## src/rtl/data_mem_access.sv

```systemverilog
// data_mem_access: memory-stage responder between the EX/MEM register and a
// variable-latency word-wide data memory. It aligns store lanes, runs a
// req/ack handshake, and returns extended load data to write-back while
// holding the pipeline for the duration of the access.
`timescale 1ns/1ps
module data_mem_access #(
    parameter int DATA_WIDTH    = 32,
    parameter int ADDRESS_WIDTH = 32
) (
    input  logic                     clk,
    input  logic                     rst_n,
    input  logic [ADDRESS_WIDTH-1:0] addr_in,
    input  logic [DATA_WIDTH-1:0]    wdata_in,
    input  logic [2:0]               store_en_in,
    input  logic                     load_en_in,
    input  logic [2:0]               load_type_in,
    output logic                     stall_out,
    output logic                     done_out,
    output logic [DATA_WIDTH-1:0]    load_data_out,
    output logic                     misalign_err_out,
    output logic                     mem_req_out,
    output logic                     mem_we_out,
    output logic [ADDRESS_WIDTH-3:0] mem_addr_out,
    output logic [3:0]               mem_be_out,
    output logic [DATA_WIDTH-1:0]    mem_wdata_out,
    input  logic                     mem_ack_in,
    input  logic [DATA_WIDTH-1:0]    mem_rdata_in
);

    typedef enum logic [1:0] {
        IDLE = 2'd0,
        WAIT = 2'd1,
        RESP = 2'd2
    } state_t;

    // Access size encoding shared by stores and loads.
    localparam logic [1:0] SZ_B = 2'd0;
    localparam logic [1:0] SZ_H = 2'd1;
    localparam logic [1:0] SZ_W = 2'd2;

    state_t r_state;
    state_t w_next_state;

    logic                     r_mem_req;
    logic                     r_mem_we;
    logic [ADDRESS_WIDTH-3:0] r_mem_addr;
    logic [3:0]               r_mem_be;
    logic [DATA_WIDTH-1:0]    r_mem_wdata;
    logic                     r_done;
    logic [DATA_WIDTH-1:0]    r_load_data;
    logic                     r_misalign;
    logic [1:0]               r_off;
    logic [1:0]               r_size;
    logic                     r_unsigned;

    logic                  w_is_store;
    logic                  w_valid;
    logic                  w_misaligned;
    logic                  w_accept;
    logic [1:0]            w_off;
    logic [1:0]            w_size;
    logic                  w_unsigned;
    logic [3:0]            w_be;
    logic [DATA_WIDTH-1:0] w_wdata;

    // Select the addressed lane of the read word and sign- or zero-extend it.
    function automatic logic [DATA_WIDTH-1:0] extend_load(
        input logic [DATA_WIDTH-1:0] word,
        input logic [1:0]            off,
        input logic [1:0]            size,
        input logic                  uns
    );
        logic [DATA_WIDTH-1:0] lane;
        lane = word >> {off, 3'b000};
        case (size)
            SZ_B:    extend_load = uns ? {24'd0, lane[7:0]}
                                       : {{24{lane[7]}}, lane[7:0]};
            SZ_H:    extend_load = uns ? {16'd0, lane[15:0]}
                                       : {{16{lane[15]}}, lane[15:0]};
            default: extend_load = word;
        endcase
    endfunction

    assign w_off = addr_in[1:0];

    // Decode request kind, size, alignment and the lane-aligned store image.
    always_comb begin
        w_is_store = (store_en_in == 3'b001) || (store_en_in == 3'b010) ||
                     (store_en_in == 3'b011);
        w_valid    = w_is_store || load_en_in;
        w_unsigned = 1'b0;
        w_size     = SZ_W;
        w_be       = 4'b1111;
        w_wdata    = wdata_in;
        if (w_is_store) begin
            case (store_en_in)
                3'b001: begin
                    w_size  = SZ_B;
                    w_be    = 4'b0001 << w_off;
                    w_wdata = {4{wdata_in[7:0]}};
                end
                3'b010: begin
                    w_size  = SZ_H;
                    w_be    = 4'b0011 << w_off;
                    w_wdata = {2{wdata_in[15:0]}};
                end
                default: begin
                    w_size  = SZ_W;
                    w_be    = 4'b1111;
                    w_wdata = wdata_in;
                end
            endcase
        end else begin
            // Unknown funct3 codes fall back to a full word load.
            case (load_type_in)
                3'b000:  w_size = SZ_B;
                3'b001:  w_size = SZ_H;
                3'b100: begin
                    w_size     = SZ_B;
                    w_unsigned = 1'b1;
                end
                3'b101: begin
                    w_size     = SZ_H;
                    w_unsigned = 1'b1;
                end
                default: w_size = SZ_W;
            endcase
        end
        w_misaligned = ((w_size == SZ_H) && w_off[0]) ||
                       ((w_size == SZ_W) && (w_off != 2'b00));
        w_accept     = w_valid && !w_misaligned;
    end

    // State register; reset abandons any in-flight access.
    always_ff @(posedge clk or negedge rst_n) begin
        if (!rst_n) begin
            r_state <= IDLE;
        end else begin
            r_state <= w_next_state;
        end
    end

    // Next-state logic and the combinational pipeline hold.
    always_comb begin
        w_next_state = r_state;
        stall_out    = 1'b0;
        case (r_state)
            IDLE: begin
                if (w_accept) begin
                    w_next_state = WAIT;
                    stall_out    = 1'b1;
                end
            end
            WAIT: begin
                stall_out = 1'b1;
                if (mem_ack_in) begin
                    w_next_state = RESP;
                end
            end
            RESP:    w_next_state = IDLE;
            default: w_next_state = IDLE;
        endcase
    end

    // Memory interface, response pulses and the held load result.
    always_ff @(posedge clk or negedge rst_n) begin
        if (!rst_n) begin
            r_mem_req   <= 1'b0;
            r_mem_we    <= 1'b0;
            r_mem_addr  <= '0;
            r_mem_be    <= 4'b0000;
            r_mem_wdata <= '0;
            r_done      <= 1'b0;
            r_load_data <= '0;
            r_misalign  <= 1'b0;
            r_off       <= 2'b00;
            r_size      <= SZ_W;
            r_unsigned  <= 1'b0;
        end else begin
            r_done     <= 1'b0;
            r_misalign <= 1'b0;
            case (r_state)
                IDLE: begin
                    if (w_valid && w_misaligned) begin
                        r_misalign <= 1'b1;
                    end else if (w_accept) begin
                        r_mem_req   <= 1'b1;
                        r_mem_we    <= w_is_store;
                        r_mem_addr  <= addr_in[ADDRESS_WIDTH-1:2];
                        r_mem_be    <= w_be;
                        r_mem_wdata <= w_wdata;
                        r_off       <= w_off;
                        r_size      <= w_size;
                        r_unsigned  <= w_unsigned;
                    end
                end
                WAIT: begin
                    if (mem_ack_in) begin
                        r_mem_req <= 1'b0;
                        r_done    <= 1'b1;
                        // Stores leave the last load result untouched.
                        if (!r_mem_we) begin
                            r_load_data <= extend_load(mem_rdata_in, r_off,
                                                       r_size, r_unsigned);
                        end
                    end
                end
                default: ;
            endcase
        end
    end

    assign mem_req_out      = r_mem_req;
    assign mem_we_out       = r_mem_we;
    assign mem_addr_out     = r_mem_addr;
    assign mem_be_out       = r_mem_be;
    assign mem_wdata_out    = r_mem_wdata;
    assign done_out         = r_done;
    assign load_data_out    = r_load_data;
    assign misalign_err_out = r_misalign;

endmodule
```

## config.mk

```make
export PLATFORM = sky130hd
export DESIGN_NAME = data_mem_access
export DESIGN_NICKNAME = d
export VERILOG_FILES = /design/src/rtl/data_mem_access.sv
export SDC_FILE = /design/constraint.sdc
export NUM_CORES = 1
export LEC_CHECK = 0
export CORE_MARGIN = 2
export CORE_UTILIZATION = 30
export CTS_BUF_LIST = sky130_fd_sc_hd__clkbuf_4
export CTS_CLUSTER_DIAMETER = 150
export DETAILED_ROUTE_END_ITERATION = 16
export SYNTH_ARGS = -nofsm -noshare
export SYNTH_HDL_FRONTEND = slang
export SYNTH_SLANG_ARGS = --single-unit
```

## constraint.sdc

```tcl
create_clock -name clk -period 2.45 [get_ports clk]
set_clock_uncertainty 0.2 [all_clocks]
set_input_delay 0.245 -clock clk [delete_from_list [all_inputs] [get_ports clk]]
set_output_delay 0.245 -clock clk [all_outputs]
set_load 0.05 [all_outputs]
```

# --- After elaboration in Yosys (flattened, before gate mapping) ---
# Cells that the tools add are included.
# W data, S select, Z words.
totals:
  register_bits: 109
  input_bits: 106
  output_inout_bits: 103
op_classes:
  eq_ne: 13
  n_shift: 3
  n_mux: 25
  n_bitwise: 2
  reduce_logical: 21
op_table:
  columns: ["operator", "count"]
  rows:
  - ["$pmux W32 S2", 2]
  - ["$mux W32", 3]
  - ["$shr A32 B5 Y16", 1]
  - ["$pmux W2 S2", 3]
  - ["$mux W1", 10]
  - ["$pmux W4 S2", 1]
  - ["$eq A2 B1 Y1 const B", 3]
  - ["$eq A3 B1 Y1 const B", 2]
  - ["$eq A3 B2 Y1 const B", 2]
  - ["$eq A3 B3 Y1 const B", 2]
  - ["$mux W2", 3]
  - ["$ne A2 B2 Y1 const B", 3]
  - ["$reduce_and A3 Y1", 2]
  - ["$reduce_or A2 Y1", 3]
  - ["$logic_and A1 B1 Y1", 4]
  - ["$logic_not A2 Y1", 2]
  - ["$logic_or A1 B1 Y1", 4]
  - ["$mux W4", 1]
  - ["$pmux W1 S2", 2]
  - ["$reduce_and A4 Y1", 1]
  - ["$reduce_bool A2 Y1", 2]
  - ["$shl A1 B2 Y4 const A", 1]
  - ["$shl A2 B2 Y4 const A", 1]
  - ["$logic_not A3 Y1", 1]
  - ["other kinds (4)", 5]

# --- Depth between registers and ports, before layout ---
# Gate-level depths: netlist (run 1).
depth:
  ltp_word: 12
  mapped_depth: 8

# --- Worst setup path before layout (run 1) ---
# Ideal clock, no wire load.
synth_path:
  kind: "input to output"
  startpoint: "input store_en_in[0]"
  endpoint: "output stall_out"
  t_arrival_ns: 1.936
  slack_ns: 0.069
  cell_stages: 5
  path_buffers: 1
  path_cell_list: "buf_4 -> nor2b_4 -> a211oi_1 -> nor3_1 -> nor3_1"
synth_between:
  elab_chain_cells: 11
  word_cells_on_any_way: 17
  cone_classes: "5 x eq/ne; 4 x mux; 8 x reduce/logical"
synth_lines:
  columns: ["element", "line", "text"]
  rows:
  - ["from (decl)", "14", "input logic [2:0] store_en_in,"]
  - ["branches (longest 8 deep; another with $eq A3 B2 Y1)", null, null]
  - ["$logic_and A1 B1 Y1 *", "131", "w_accept = w_valid && !w_misaligned;"]
  - ["$mux W1 *", "149", "if (w_accept) begin"]
  - ["$pmux W1 S2 *", "147", "case (r_state)"]
  - ["to (decl)", "17", "output logic stall_out,"]
# Mark *: on every way between the ends.

# --- Worst setup path in the final report (run 1) ---
layout_path:
  startpoint: "input addr_in[0]"
  endpoint: "output stall_out"
layout_between:
  elab_chain_cells: 7
  word_cells_on_any_way: 8
  cone_classes: "2 x mux; 6 x reduce/logical"
layout_lines:
  columns: ["element", "line", "text"]
  rows:
  - ["from (decl)", "12", "input logic [ADDRESS_WIDTH-1:0] addr_in,"]
  - ["$reduce_bool A2 Y1", "130", "((w_size == SZ_W) && (w_off != 2'b00));"]
  - ["$logic_and A1 B1 Y1", "130", null]
  - ["$logic_or A1 B1 Y1 *", "129", "w_misaligned = ((w_size == SZ_H) && w_off[0]) ||"]
  - ["$logic_not A1 Y1 *", "131", null]
  - ["$logic_and A1 B1 Y1 *", "131", null]
  - ["$mux W1 *", "149", null]
  - ["$pmux W1 S2 *", "147", null]
# Mark *: on every way between the ends. The rest lies on a longest branch, timed or not.

==> impl_metrics.env, run 1 <==
export IMPL_status="complete, no violations"
export IMPL_first_iter_violations=198
export IMPL_wl_per_cell_um=17.7
export IMPL_row_count=49
export IMPL_clk_latency_ns=0.48
export IMPL_fill_cells=1654
export IMPL_clock_fmax_ghz=0.428
export IMPL_routabilityCongestion=0.828
export IMPL_p_per_area_nw_per_um2=1400
export IMPL_synth_nets=527
export IMPL_synth_cell_types=50
export IMPL_slowest_delay_ns=0.64
export IMPL_viasPerCell=4.86
export IMPL_path_class="input port to primary output"
export IMPL_tns_ns=0
export IMPL_cp_required_ns=2.01
export IMPL_dieArea_um2=19100
export IMPL_final_max_slew_viol_count=0
export IMPL_seq_area_frac_synth_pct=50.6
export IMPL_synth_edf_count=0
export IMPL_leakage_nw=3.38
export IMPL_cp_max_fo=7
export IMPL_synth_async_reset_ratio_pct=100
export IMPL_rsz0062_at_grt="no"
export IMPL_finalPower_w=0.0112
export IMPL_ys_warn_count=0
export IMPL_die_w_um=138
export IMPL_min_period_ns=2.34
export IMPL_core_area_um2=17800
export IMPL_path_buf_inv=4
export IMPL_syn_to_final_growth_pct=48.7
export IMPL_final_layout_size_suffix_gt1_share_pct=22.8
export IMPL_cts_buffers=9
export IMPL_syn_avg_cell_area_um2=12.8
export IMPL_hold_class="input port to asynchronous set/reset pin"
export IMPL_ys_flop_type="dfrtp_1"
export IMPL_final_common_cell="clkdlybuf4s50_1"
export IMPL_path_cells="clkdlybuf4s50_1, nor2_1, buf_4, a211o_1, nor3_1, nor3_1, buf_4, buf_12"
export IMPL_num_vias=4285
export IMPL_finish_utilization_pct=45.1
export IMPL_regArea_um2=2730
export IMPL_final_cell_mix="clkdlybuf4s50_1 (205), dfrtp_1 (108), mux2_4 (53), nand3_1 (32), buf_4 (31)"
export IMPL_critPathTopFamily="buffers and inverters"
export IMPL_max_vdd_ir_drop_mv=0.723
export IMPL_portBuffers=208
export IMPL_post_dp_hpwl_mm=11.9
export IMPL_ys_ff_latch=109
export IMPL_route_detailed_drc=0
export IMPL_critPathArrivalTime_ns=1.89
export IMPL_final_area_um2=8020
export IMPL_grt_pass1_vias=4675
export IMPL_layout_nets=754
export IMPL_die_height_um=138
export IMPL_multiInputGateArea_um2=2390
export IMPL_wl_mm=15.6
export IMPL_cts_path_max_buffers=2
export IMPL_end_kind="primary output"
export IMPL_placed_area_um2=7870
export IMPL_cts_tree="built"
export IMPL_drt_pass1_iter_count=5
export IMPL_hold_viol=0
export IMPL_hold_ws_ns=0.0473
export IMPL_drv_cap=0
export IMPL_cts_sinks=109
export IMPL_grt_use_total_pct=16.7
export IMPL_slew_limit_headroom_pct=56.6
export IMPL_drtAntennaViolNets=0
export IMPL_syn_inst=421
export IMPL_diodes=0
export IMPL_post_cts_buffers=0
export IMPL_tightest_slew_ns=0.651
export IMPL_start_kind="input port"
export IMPL_h_tree_depth=3
export IMPL_ios=209
export IMPL_clk_pin_slew_ns=0.16
export IMPL_cts_root_buf="clkbuf_4"
export IMPL_grt_max_degree=53
export IMPL_grt_pass1_wl_mm=25.6
export IMPL_crit_slowest_cell="clkdlybuf4s50_1"
export IMPL_finalSetupViolations=0
export IMPL_finalCritPeriodShare_pct=95.3
export IMPL_syn_area_um2=5390
export IMPL_overflow=0
export IMPL_antenna_found_initial=0
export IMPL_start_util_pct=30.3
per-stage QoR:
step,std cells,setup slack (ns)
6_report,882,0.114
5_1_grt,882,0.00225
4_1_cts,882,0.0390
3_5_place_dp,864,-0.0193
3_3_place_gp,864,0.0339
2_1_floorplan,421,0.0690
state kept, by name, indices dropped and copies added (netlist names), 2 cells and up:
register       flops
r_off              2
mem_addr_out      30
mem_be_out         4
load_data_out     32
r_size             2
r_state            2
mem_wdata_out     32
metal layers:
metal | global-route usage [%] | vias up | wire, µm | part of all wire [%]
li1 | - | 1996 | - | -
met5 | 0 | - | 0 | 0
met4 | 4.08 | 0 | 225 | 1.4
met2 | 26.7 | 203 | 7310 | 47
met3 | 6.10 | 16 | 1450 | 9.3
met1 | 21.6 | 2070 | 6630 | 42
synthesized netlist by cell type (2+ instances only):
library cell    n  area share (%)
dfrtp_1       108              50
mux2_4         53              15
nand3_1        32             3.0
mux2_2         28             5.8
nand2_1        27             1.9
nor2_1         19             1.3
o2bb2ai_1      15             2.4
a21oi_1        10            0.93
o21ai_0        10            0.93
buf_2           9            0.84
inv_1           9            0.63
o22ai_1         8            0.93
a222oi_1        7             1.3
a22oi_1         7            0.97
clkbuf_1        7            0.49
o22a_1          7             1.1
buf_12          5             1.9
mux2i_1         5            0.93
nand2b_1        4            0.46
nor2b_1         4            0.46
nor3_1          4            0.37
buf_4           3            0.42
buf_6           3            0.63
nor3b_1         3            0.42
o221ai_1        3            0.49
a211o_1         2            0.32
and3b_1         2            0.32
buf_1           2            0.14
mux2_1          2            0.42
mux4_2          2            0.84
o21bai_1        2            0.28
kinds of logic (layout without fill, tap and decap cells):
group	count (synthesis)	after routing	share of synthesized area, %
flops	109	109	50.6
simple gates	99	99	9.21
compound gates	83	83	12.1
mux	90	90	22.8
buf+inv	40	272	5.34
cell type report:
class | instances | share of cell area, %
Clock buffer | 10 | 0.936
Clock inverter | 6 | 0.577
Inverter | 10 | 0.468
Multi-Input combinational cell | 272 | 29.8
Sequential cell | 109 | 34.0
Tap cell | 229 | 3.57
Timing Repair Buffer | 246 | 30.6
where the power goes:
| part | switching [W] | total, W | internal, W |
|---|---|---|---|
| clock network | 0.000636 | 0.000864 | 0.000228 |
| logic | 0.00431 | 0.00711 | 0.00280 |
| registers | 0.000599 | 0.00325 | 0.00265 |
| total | 0.00554 | 0.0112 | 0.00568 |
repair_timing:
item                                   in CTS  in global routing
hold buffers                                2                  0
endpoints found under the hold margin     109                  0
setup endpoints to repair                   0                  1
gates resized for setup                     0                  2
worst paths after layout:
path	start	endpoint	slack [ns]	depth (start not counted)
max in group asynchronous	rst_n	load_data_out[30]	1.19	3
min in group clk	addr_in[11]	mem_addr_out[9]	0.16	2
worst min-delay path	rst_n	load_data_out[28]	0.05	2
worst min register to register	load_data_out[3]	load_data_out[3]	0.31	2
worst max-delay path	addr_in[0]	stall_out	0.11	8
worst max register to register	r_off[1]	load_data_out[9]	0.29	3
Note: power is estimated with default switching activity, not from simulation.
==> run 2: changes to the inputs <==
--- a/config.mk
+++ b/config.mk
@@ -8,7 +8,6 @@
 export CORE_MARGIN = 2
 export CORE_UTILIZATION = 30
 export CTS_BUF_LIST = sky130_fd_sc_hd__clkbuf_4
-export CTS_CLUSTER_DIAMETER = 150
 export DETAILED_ROUTE_END_ITERATION = 16
 export SYNTH_ARGS = -nofsm -noshare
 export SYNTH_HDL_FRONTEND = slang
==> results of run 2 <==
No change in the layout: final DEF, timing and power equal those of run 1.
